File: src/rtl/fetch_pkg.sv
// fetch_pkg: shared fetch-stage widths, NOP encoding and the IF/ID bundle.
package fetch_pkg;
    localparam int INSTR_W = 32;
    localparam int PC_W = 32;
    localparam logic [INSTR_W-1:0] NOP_INSTR = 32'h0000_0000;
    typedef struct packed {
        logic valid;
        logic [INSTR_W-1:0] instr;
        logic [PC_W-1:0] pc;
        logic [PC_W-1:0] pc4;
    } if_id_t;
endpackage

File: src/rtl/instr_fetch_if_id_reg.sv
// if_id_reg: IF/ID pipeline register; squash beats hold and clears the bundle.
module if_id_reg
    import fetch_pkg::*;
(
    input  logic   clk,
    input  logic   rst,
    input  logic   hold_i,
    input  logic   squash_i,
    input  if_id_t d_i,
    output if_id_t q_o
);
    if_id_t q_q;
    always_ff @(posedge clk) begin
        if (rst || squash_i) q_q <= '0;
        else if (!hold_i) q_q <= d_i;
    end
    assign q_o = q_q;
endmodule

File: src/rtl/instr_fetch.sv
// instr_fetch: PC register, next-PC mux and IF/ID capture for the MIPS core.
// Define IFETCH_DELAY_SLOT_EN to keep the redirect-cycle word as a delay slot.
module instr_fetch
    import fetch_pkg::*;
#(
    parameter int ADDR_W = 10,
    parameter logic [PC_W-1:0] RESET_PC = 32'h0000_0000
) (
    input  logic               clk,
    input  logic               rst,
    input  logic               stall,
    input  logic               redirect,
    input  logic [PC_W-1:0]    redirect_target,
    output logic [ADDR_W-1:0]  rom_addr,
    input  logic [INSTR_W-1:0] rom_data,
    output logic [PC_W-1:0]    pc_out,
    output logic               if_id_valid,
    output logic [INSTR_W-1:0] if_id_instr,
    output logic [PC_W-1:0]    if_id_pc,
    output logic [PC_W-1:0]    if_id_pc4,
    output logic               misalign_err,
    output logic [31:0]        fetch_count
);
    logic [PC_W-1:0] pc_q, pc_d, pc4;
    logic [31:0] cnt_q;
    logic err_q, latch, squash;
    if_id_t ifid_d, ifid_q;

    assign pc4 = pc_q + 32'd4;
    assign pc_d = redirect ? {redirect_target[31:2], 2'b00} : stall ? pc_q : pc4;
`ifdef IFETCH_DELAY_SLOT_EN
    assign squash = 1'b0;
    assign latch = redirect | ~stall;
`else
    assign squash = redirect;
    assign latch = ~redirect & ~stall;
`endif
    assign ifid_d = '{valid: 1'b1, instr: rom_data, pc: pc_q, pc4: pc4};

    always_ff @(posedge clk) begin
        if (rst) begin
            pc_q <= RESET_PC;
            cnt_q <= '0;
            err_q <= 1'b0;
        end else begin
            pc_q <= pc_d;
            cnt_q <= cnt_q + {31'b0, latch};
            err_q <= err_q | (redirect & |redirect_target[1:0]);
        end
    end

    if_id_reg u_if_id (
        .clk(clk),
        .rst(rst),
        .hold_i(~latch & ~squash),
        .squash_i(squash),
        .d_i(ifid_d),
        .q_o(ifid_q)
    );

    assign rom_addr = pc_q[ADDR_W+1:2];
    assign pc_out = pc_q;
    assign if_id_valid = ifid_q.valid;
    assign if_id_instr = ifid_q.instr;
    assign if_id_pc = ifid_q.pc;
    assign if_id_pc4 = ifid_q.pc4;
    assign misalign_err = err_q;
    assign fetch_count = cnt_q;
endmodule

File: config.mk
export PLATFORM = sky130hd
export DESIGN_NAME = instr_fetch
export DESIGN_NICKNAME = d
export VERILOG_FILES = /design/src/rtl/fetch_pkg.sv /design/src/rtl/instr_fetch_if_id_reg.sv /design/src/rtl/instr_fetch.sv
export SDC_FILE = /design/constraint.sdc
export NUM_CORES = 1
export LEC_CHECK = 0
export ABC_AREA = 1
export CORE_MARGIN = 2
export CORE_UTILIZATION = 42
export DETAILED_ROUTE_END_ITERATION = 12
export GPL_ROUTABILITY_DRIVEN = 0
export PLACE_DENSITY = 0.8
export SLEW_MARGIN = 15
export SYNTH_ARGS = -nofsm -noshare
export SYNTH_HDL_FRONTEND = slang
export SYNTH_SLANG_ARGS = --single-unit
File: constraint.sdc
create_clock -name clk -period 2.5 [get_ports clk]
set_clock_uncertainty 0.1 [all_clocks]
set_input_delay 0.75 -clock clk [delete_from_list [all_inputs] [get_ports clk]]
set_output_delay 0.75 -clock clk [all_outputs]
set_load 0.005 [all_outputs]
---- Word-level counts from Yosys, hierarchy flattened ----
Cells that the tools add are included.
storage, ports and cells
  register bits ........................... 162
  bits of input ports ..................... 68
  output and inout port bits .............. 172
  logic and storage cells ................. 23
cells by class
  add/subtract/negate cells ............... 2
  eq/ne operators ......................... 1
  mux-type cells .......................... 2
  bitwise gates (word level) .............. 7
  reduce and logical (&&, ||, !) cells .... 3
operators with widths
  kind                                            number
  two-way mux 32 bit                              2
  adder 32 x 1 -> 32 bit                          1
  adder 32 x 3 -> 32 bit (second input constant)  1
  OR reduction 2 bit                              2
  bitwise AND 1 bit                               3
  inverter 1 bit                                  3
  != test 2 x 1 -> 1 bit (second input constant)  1
  logical OR 1 bit                                1
  OR 1 bit                                        1

---- Depth between registers and ports, before layout ----
Gate-level depths: netlist of the first run.
  depth in word-level cells ............... 4
  gate-level depth with buffers ........... 13
  mapped depth without buffers ............ 11

---- Cells and area by module ----
A second synthesis of the first run with hierarchy kept.
second synthesis, totals
  cell total of the unflattened synthesis .. 1279
  area, all modules ....................... 7967.6 µm²
modules (own cells, without submodules)
  module       instances  cells an instance  area each (µm²)  sequential area each (µm²)
  instr_fetch  1          664                4011.3           1261.2
  if_id_reg    1          615                3956.3           1941.9

---- Worst setup path after synthesis of the first run ----
Ideal clock, no wire load.
  path type ............................... input port to flip-flop
  start point ............................. input redirect
  end point ............................... register cnt_q[24] (netlist: fetch_count[24])
  library setup time ...................... 0.113 ns
  data arrival time ....................... 2.268 ns
  data required time ...................... 2.287 ns
  slack ................................... 0.019 ns
  cell stages on the path ................. 12
  path buffers ............................ 2
  cells stage by stage .................... buf_2 nor2_1 buf_2 ha_1 ha_1 nand2_1 nor2_1 nand3_1 nor2_1 nand2_1 nor2_1 nor2_1
between the ends
  word-level cells in the longest chain between the ends .. 3
RTL lines
  item                    RTL line           RTL
  start: declaration      instr_fetch.sv:12  input logic redirect,
  inverter 1 bit          instr_fetch.sv:36  assign latch = ~redirect & ~stall;
  bitwise AND 1 bit       instr_fetch.sv:36
  adder 32 x 1 -> 32 bit  instr_fetch.sv:47  cnt_q <= cnt_q + {31'b0, latch};
  end signal: assignment  instr_fetch.sv:47
  end: declaration        instr_fetch.sv:25  logic [31:0] cnt_q;
Every way passes these cells.
A chain may end at the register's enable or synchronous reset.

---- Final worst setup path of the first run ----
Ends and elaborated chain as after synthesis.

==> out/results.ini, run 1 <==
[worst_hold_path]
hp-class=reg -> reg
hold_path_depth=2
min_from=misalign_err$_SDFF_PP0_
holdPathEnd=misalign_err$_SDFF_PP0_

[clock_tree]
clk_latency_ps=430
cts_htree_levels=4
postCtsHoldBufs=0
cts_tree=yes
cts_root_buf=clkbuf_16
numCtsBuffers=17
max-clock-path-buffers=2
clock_sinks=156
clk_pin_slew_ps=60

[cells_and_area]
drive_above_1_share=0.07187
antennaDiodeCount=0
fill_cells=1515
final_util=0.6180
area_delta_synth_final_pct=45.61
num-nets-final=1367

[floorplanning]
dieArea_um2=18300
ios=240
initial_core_util=0.4244
die_y_um=135.3
core-area_um2=17060
die_x_um=135.3
num_rows=48

[route]
ant_nets=0
route.vias.total=7730
firstDrtPassIters=5
first_iter_violations=563
finalWirelength_um=23680
drc=0
wire_per_inst_um=15.45
vias_per_cell=5.042

[grt]
grt_pass1_vias=7165
grt_pass1_wl_um=36230
antenna_found_initial=0
track_usage=0.2526
grt_max_degree=39
gr-total-overflow=0

[power]
power_density_nw_per_um2=581.8
p_leak_nw=4.161
vdd_drop_max_mv=0.5833
power.total_mw=6.133

[place]
hpwl_um=17230
portBuffers=233

[synthesis]
syn_area_um2=7239
yosysWarnings=0
synth_compound_area_frac=0.1467
synthXorXnorAreaFrac=0.02299
synth.avg_cell_area_um2=6.779
synth_adder_area_share=0.005185
synth_simple_gate_area_share=0.2867
synth_top_family_by_area=simple AND/OR/NAND/NOR gates
yosysSeqAreaShare=0.4314
syn_inst=1068
synthMuxAreaShare=0
synth_cell_type_count=32
ys_ff_latch=156

[timing]
hold_viol_final=0
finalSetupViolCount=0
timing.final.crit_share=0.9640
slew_viol_final=0
fmax_mhz=414.9
min_period_ps=2410

[critical_path]
critPathKind=in -> reg
crit_fanout=5
critPathRequiredTime_ps=2760
r2r_slack_ps=560
worstSetupEndpointType=register
worstReg2RegEnd=pc_out[16]$_SDFFE_PP0P_
worst_r2r_path_depth=7
start_kind=input pin
regToRegStartpoint=pc_out[3]$_SDFFE_PP0P_
worstPathArrival_ps=2670

[run_status]
status=completed

[flow_run]
max_cap_viol_count=0

==> layout by cell type (no fill, tap or decap), drive strengths merged <==
| cell type | n |
|---|---|
| conb | 6 |
| nand2 | 217 |
| a21oi | 72 |
| nor3 | 15 |
| a211oi | 1 |
| buf | 33 |
| xnor2 | 1 |
| bufinv | 4 |
| clkinvlp | 1 |
| ha | 3 |
| a22o | 1 |
| clkinv | 1 |
| nand3b | 3 |
| dfxtp | 156 |
| o21a | 1 |
| clkdlybuf4s50 | 232 |
| o211ai | 1 |
| xor2 | 18 |
| inv | 121 |
| a31oi | 7 |
| nand4 | 3 |
| o21ai | 123 |
| nand3 | 35 |
| a21o | 1 |
| clkbuf | 25 |
| nor2 | 227 |
==> layer usage <==
metal / vias up / GRT usage / part of all wire
met5: - / 0 / 0
met4: 0 / 0.1181 / 0.035
met3: 63 / 0.06510 / 0.082
met2: 358 / 0.4137 / 0.48
met1: 3520 / 0.3115 / 0.40
li1: 3789 / - / -
==> registers in the layout, indices dropped and copies added (netlist names) <==
name and count:
pc_out 30, misalign_err 1, u_if_id.q_o 93, fetch_count 32
==> area by class of cell <==
cell class,count,area (µm²),share of cell area
Clock buffer,25,495.5,0.04700
Inverter,121,454.2,0.04309
Clock inverter,6,132.6,0.01258
Multi-Input combinational cell,735,3387,0.3213
Tap cell,225,281.5,0.02671
Sequential cell,156,3123,0.2963
Timing Repair Buffer,265,2668,0.2531
==> cells by family (layout without fill, tap and decap cells) <==
kind of cell | Yosys count | in the layout
flops | 156 | 156
other cells | 1 | 6
buf+inv | 182 | 417
simple gates | 500 | 500
compound gates | 207 | 207
xor+xnor | 19 | 19
fa+ha+maj | 3 | 3
==> worst max path at each step <==
stage / startpoint / to / slack (ps) / cells after the start
after CTS: stall / fetch_count[24]$_SDFF_PP0_ / 30 / 12
after detailed placement: stall / fetch_count[24]$_SDFF_PP0_ / -390 / 12
final: redirect / fetch_count[24]$_SDFF_PP0_ / 90 / 12
after floorplan: redirect / fetch_count[24]$_SDFF_PP0_ / 20 / 12
after global placement: stall / fetch_count[24]$_SDFF_PP0_ / -330 / 11
after global routing: redirect / fetch_count[24]$_SDFF_PP0_ / -60 / 12
==> metrics by stage <==
step | setup TNS, ps | cells | area, µm² | hold slack (ps) | setup slack (ps)
final | 0 | 1533 | 10540 | 354.5 | 89.93
after global routing | -59.68 | 1533 | 10540 | 382.7 | -59.68
after CTS | 0 | 1531 | 10510 | 359.4 | 28.13
after detailed placement | -7302 | 1500 | 9883 | 350.4 | -385.2
after global placement | -4733 | 1500 | 9883 | 337.7 | -330.8
after floorplan | 0 | 1073 | 7258 | 346.6 | 18.86
==> report_power, final <==
group          internal (mW)  switching, mW  leakage [nW]
registers               2.58         0.0824          1.27
clock network           1.77           1.00         0.304
logic                  0.376          0.327          2.58
==> synthesized netlist by cell type <==
library cell	count	area, µm²
nor3_2	2	20.02
a211oi_1	1	7.510
a22o_1	1	8.760
dfxtp_1	156	3123
inv_1	119	446.7
nor2_4	8	90.09
o21ai_0	117	585.6
buf_4	16	120.1
xnor2_1	1	8.760
nand2_2	6	37.54
nor2_1	212	795.8
nand2_4	2	22.52
a21oi_1	71	355.3
clkbuf_1	21	78.83
nor3_1	13	65.06
o211ai_1	1	7.510
buf_1	2	7.510
nand3b_1	3	22.52
o21a_1	1	7.510
ha_1	3	37.54
nand4_1	3	18.77
o21ai_1	6	30.03
xor2_1	18	157.7
conb_1	1	3.750
a31oi_1	7	43.79
nor2_2	7	43.79
a21o_1	1	7.510
buf_2	22	110.1
inv_2	2	7.510
a21oi_2	1	8.760
nand3_1	35	175.2
nand2_1	209	784.5
==> critical path: stages <==
cell             delay, ps
clkdlybuf4s50_1        460
nor2_4                 170
ha_2                   200
ha_1                   180
nand2_2                100
nor2_2                 140
nand3_1                150
nor2_2                 210
nand2_1                 90
nand2_1                 70
nand2_1                 50
nor2_1                  90
==> what timing repair did <==
action                     in CTS  in global routing
setup endpoints to repair       0                  9
gates resized for setup         0                  5
buffers inserted                0                  2
Note: power is estimated with default switching activity, not from simulation.
==> run 2, diff against run 1 <==
- GPL_ROUTABILITY_DRIVEN: 0 -> not set
- PLACE_DENSITY: 0.8 -> 0.74
==> run 2 against run 1 <==
Combinational power is 3% lower. Hold slack worse by 2.2 ps. Sequential share of layout area is 0.22 points higher. Register-to-register slack worse by 20 ps. Non-clock buffer count is 2 lower. Sequential cell count stayed put. Global-route usage is 0.21 points higher. Wire length is 0.50% lower. Via count is 1.3% lower. Largest cell class unchanged.
==> out/results.ini, run 2 (same netlist as run 1, synthesis figures left out) <==
[critical_path]
crit_chain=clkdlybuf4s50_1
slowest_stage=clkdlybuf4s50_1
regToRegStartpoint=pc_out[3]$_SDFFE_PP0P_
critPathRequiredTime_ps=1650  ; -1110 ps
worstPathArrival_ps=1580  ; -1090 ps
crit_fanout=9  ; +4
critPathKind=reg -> out
critical_path.startpoint=pc_out[4]$_SDFFE_PP0P_
slowest_delay_ps=610  ; +150 ps
start_kind=register
critical_path.top_delay_family=buffers and inverters
worstSetupEndpointType=output pin
cp_num_buf_inv=1  ; unchanged

[route]
drc=0  ; unchanged
route.vias.total=7630  ; -1.3%
ant_nets=0  ; unchanged
finalWirelength_um=23560  ; -0.50%
firstDrtPassIters=7  ; +2
first_iter_violations=599  ; +6.4%
vias_per_cell=4.980  ; -1.2%
wire_per_inst_um=15.38  ; -0.43%

[timing]
rsz0062_at_grt=false
finalSetupViolCount=0  ; unchanged
slew_viol_final=0  ; unchanged
timing.final.crit_share=0.9731  ; +0.009108
hold_viol_final=0  ; unchanged
worst_pin_slew_ps=612.4
slew_headroom=0.5918
fmax_mhz=411.0  ; -0.94%
min_period_ps=2433  ; +22.77 ps

[clock_tree]
cts_tree=yes
cts_htree_levels=4  ; unchanged
clk_pin_slew_ps=60  ; about the same
cts_root_buf=clkbuf_16
postCtsHoldBufs=0  ; unchanged
numCtsBuffers=17  ; unchanged
clock_sinks=156  ; unchanged
max-clock-path-buffers=2  ; unchanged
clk_latency_ps=420  ; about the same

[power]
power_density_nw_per_um2=578.1  ; -0.64%
pwr-share-clk=0.448  ; -0.004
vdd_drop_max_mv=0.4879  ; -16%
comb_power_share=0.113  ; -0.002
pwr-share-seq=0.440  ; +0.007
p_sw_mw=1.419  ; +0.65%
switching_share=0.2345  ; +0.004716
p_int_mw=4.630  ; -2.0%
p_leak_nw=4.114  ; -1.1%

[cells_and_area]
post_layout_nonfiller_instances=1532  ; -0.065%
num-nets-final=1365  ; -0.15%
final_util=0.6135  ; -0.004548
most-common-layout-cells=clkdlybuf4s50_1, nand2_1, nor2_1
largest_reg_flops=93  ; unchanged
drive_above_1_share=0.07269  ; +0.0008201
fill_cells=1576  ; +4.0%
mostFrequentLayoutCell=clkdlybuf4s50_1
antennaDiodeCount=0  ; unchanged
regArea_um2=3123  ; unchanged
area_delta_synth_final_pct=44.54
multi_input_area_um2=3390  ; about the same

[floorplanning]
core-area_um2=17060  ; unchanged
ios=240  ; unchanged
num_rows=48  ; unchanged
dieArea_um2=18300  ; unchanged
die_x_um=135.3  ; unchanged
initial_core_util=0.4244  ; unchanged
die_y_um=135.3  ; unchanged

[flow_run]
max_cap_viol_count=0  ; unchanged

[grt]
grt_pass1_vias=7122  ; -0.60%
grt_pass1_wl_um=36630  ; +1.1%
grt_max_degree=57  ; +46%
track_usage=0.2547  ; +0.002110
gr-total-overflow=0  ; unchanged
antenna_found_initial=0  ; unchanged

[place]
hpwl_um=17370  ; +0.83%
dp_cells=1499  ; -0.067%
gp_congestion=0.9169
portBuffers=233  ; unchanged

[worst_hold_path]
min_from=misalign_err$_SDFF_PP0_
hp-class=reg -> reg

[run_status]
status=completed

-- run 2: changes by cell type in the layout (fill, tap and decap cells not counted), moves of 2 or more --
cell | previous run | this run
buf_12 | 8 | 4
clkinvlp_4 | 1 | 5
clkbuf_8 | 4 | 1
buf_4 | 24 | 26
-- run 2: metal layers --
layer	global-route usage	wire length, µm	part of all wire	up-vias
met4	0.08333	546	0.023	0
met2	0.4320	11590	0.49	232
met3	0.07258	1480	0.063	46
li1	-	-	-	3796
met5	0	0	0	-
met1	0.3121	9948	0.42	3556
-- run 2: tightest hold or removal path, cell delays in order (launching register included) --
cell,delay (ps)
dfxtp_1,310
inv_1,40
a21oi_1,50
-- run 2: power groups by stage --
| stage | combinational [mW] | sequential [mW] | clock, mW |
|---|---|---|---|
| after floorplan | 0.292 | 2.70 | 0 |
| after global placement | 0.672 | 2.71 | 0 |
| after detailed placement | 0.679 | 2.71 | 0 |
| after CTS | 0.684 | 2.66 | 2.75 |
| after global routing | 0.752 | 2.67 | 2.85 |
| final | 0.683 | 2.66 | 2.71 |
-- run 2: what timing repair did --
item                       4_1_cts  5_1_grt
gates resized for setup          0        5
setup endpoints to repair        0        2
buffers inserted                 0        1
-- run 2: layout make-up --
| cell class | count | share of cell area |
|---|---|---|
| Clock inverter | 11 | 0.01602 |
| Multi-Input combinational cell | 735 | 0.3239 |
| Clock buffer | 21 | 0.04305 |
| Inverter | 121 | 0.04341 |
| Tap cell | 225 | 0.02690 |
| Sequential cell | 156 | 0.2985 |
| Timing Repair Buffer | 263 | 0.2482 |
-- run 2: worst paths after layout --
| check | end | slack [ps] | cells past startpoint |
|---|---|---|---|
| setup / recovery | pc_out[4] | 70 | 1 |
| setup reg to reg | pc_out[16]$_SDFFE_PP0P_ | 540 | 7 |
| hold / removal | misalign_err$_SDFF_PP0_ | 350 | 2 |
| hold reg to reg | misalign_err$_SDFF_PP0_ | 350 | 2 |
-- run 2: metrics by stage --
step | setup slack, ps | hold slack [ps] | setup TNS, ps | area (µm²) | total power [mW]
global route | 12.18 | 378.4 | 0 | 10460 | 6.273
detailed placement | -345.1 | 345.8 | -5176 | 9821 | 3.391
floorplan | 18.86 | 346.6 | 0 | 7258 | 2.991
finish | 67.16 | 352.4 | 0 | 10460 | 6.049
CTS | 61.90 | 355.4 | 0 | 10440 | 6.091
global placement | -304.7 | 342.3 | -3918 | 9821 | 3.382
==> RTL edit (flow settings as in run 2) <==
The parameter `ADDR_W` goes from 10 to 9.
--- a/src/rtl/instr_fetch.sv
+++ b/src/rtl/instr_fetch.sv
@@ -5,3 +5,3 @@
 #(
-    parameter int ADDR_W = 10,
+    parameter int ADDR_W = 9,
     parameter logic [PC_W-1:0] RESET_PC = 32'h0000_0000
Interface: changed (resized rom_addr); port bits go from 240 to 239. The function was not compared with the original's and may differ.
==> RTL edit against run 2 <==
Highest routed layer is now met5. Utilization is 1.3 points higher. Sequential cell count stayed put. Wire length is 0.22% lower. First-iteration DRC count is 14% lower. Count of clock-buffer cells in the layout is 2 lower. Critical path type unchanged. Synthesized area is 0.10% lower. Hold slack worse by 0.0062 ns. Cell area hardly changed. Non-clock buffer count is 1 higher. Total power is 2.6% lower. Worst setup slack better by 0.034 ns. Register-to-register slack worse by 0.08 ns.
==> RTL edit: results (changes against run 2) <==
run_status:
  status: "completed"  # unchanged
setup_path:
  crit_type: "register to primary output"  # unchanged
  arrival_ns: 1.55  # was 1.58 ns
  r2r_end: "u_if_id.q_o[28]$_SDFFE_PP0N_"  # was pc_out[16]$_SDFFE_PP0P_
  cpPeakStageDelay_ns: 0.58  # was 0.61 ns
  rr_startpoint: "pc_out[8]$_SDFFE_PP0P_"  # was pc_out[3]$_SDFFE_PP0P_
  r2r_cells: 9  # was 7
  regToRegSetupSlack_ns: 0.46  # was 0.54 ns
finish:
  fillers: 1559  # was 1576
  drive_gt1_frac: 0.0772  # was 0.0727
  multi_input_area_share: 0.325  # was 0.324
  nClkBuffers: 19  # was 21
  fin_nets: 1366  # was 1365
  signal_buffers: 264  # was 263
  diodes: 0  # unchanged
  final_util: 0.626  # was 0.613
  clock_cell_area_share: 0.0551  # was 0.0591
  bufAreaShareNonClock: 0.252  # was 0.248
  fin_cells: 1528  # was 1532
route:
  first_iter_violations: 518  # was 599
  first_pass_iters: 5  # was 7
  wirelength_mm: 23.5  # was 23.6 mm
  viasPerCell: 4.95  # was 4.98
yosys:
  synthAdderAreaFrac: 0.00519  # was 0.00518
  synth-compound-area-share: 0.147  # about the same
  avgSynthCellArea_sq_um: 6.78  # about the same
  synth_xor_area_frac: 0.0230  # about the same
  ys_seq_area_frac: 0.432  # was 0.431
  synth.top_cells.by_area: "dfxtp_1, nor2_1, nand2_1, o21ai_0, inv_1"  # unchanged
global_route:
  grtUsageTotal: 0.250  # was 0.255
  antenna_found_initial: 1  # was 0
  grt_pass1_wl_mm: 35.8  # was 36.6 mm
sta:
  slew-limit-headroom: 0.589  # was 0.592
  fmax_ghz: 0.417  # was 0.411 GHz
  whs_ns: 0.346  # was 0.352 ns
pwr:
  peakVddDrop_mv: 0.474  # was 0.488 mV
  leakagePower_nw: 4.14  # was 4.11 nW
  total_power_mw: 5.89  # was 6.05 mW
  p_sw_frac: 0.244  # was 0.235
placement:
  post-place-ws_ns: -0.393  # was -0.345 ns
  routabilityCongestion: 0.986  # was 0.917
  hpwl_mm: 17.4  # about the same
  place_area_sq_mm: 0.00985  # was 0.00982 sq mm
  port_buffers: 232  # was 233
floorplan:
  num_tap_cells: 220  # was 225
==> RTL edit: cell types whose count changed in the layout (fill, tap and decap cells not counted), sizes merged <==
cell	before	now
clkinvlp	5	2
clkinv	2	9
bufinv	4	2
dlymetal6s2s	0	1
buf	32	33
clkbuf	21	19
clkdlybuf4s50	231	230
==> RTL edit: per-layer routing <==
| metal | vias to the layer above | routed length (um) | GRT usage |
|---|---|---|---|
| met5 | - | 18 | 0 |
| met4 | 2 | 692 | 0.0978 |
| met3 | 51 | 1890 | 0.0737 |
| met2 | 323 | 10900 | 0.409 |
| met1 | 3386 | 10000 | 0.312 |
| li1 | 3795 | - | - |
==> RTL edit: worst register-to-register path, cell delays in order, from the launching register on <==
cell and delay [ns]:
dfxtp_1 0.53, nand2_1 0.18, nor2_1 0.35, nand2_1 0.11, nor2_1 0.25, nand2_1 0.09
nand2_1 0.06, nand2_1 0.07, o21ai_0 0.15, inv_1 0.05
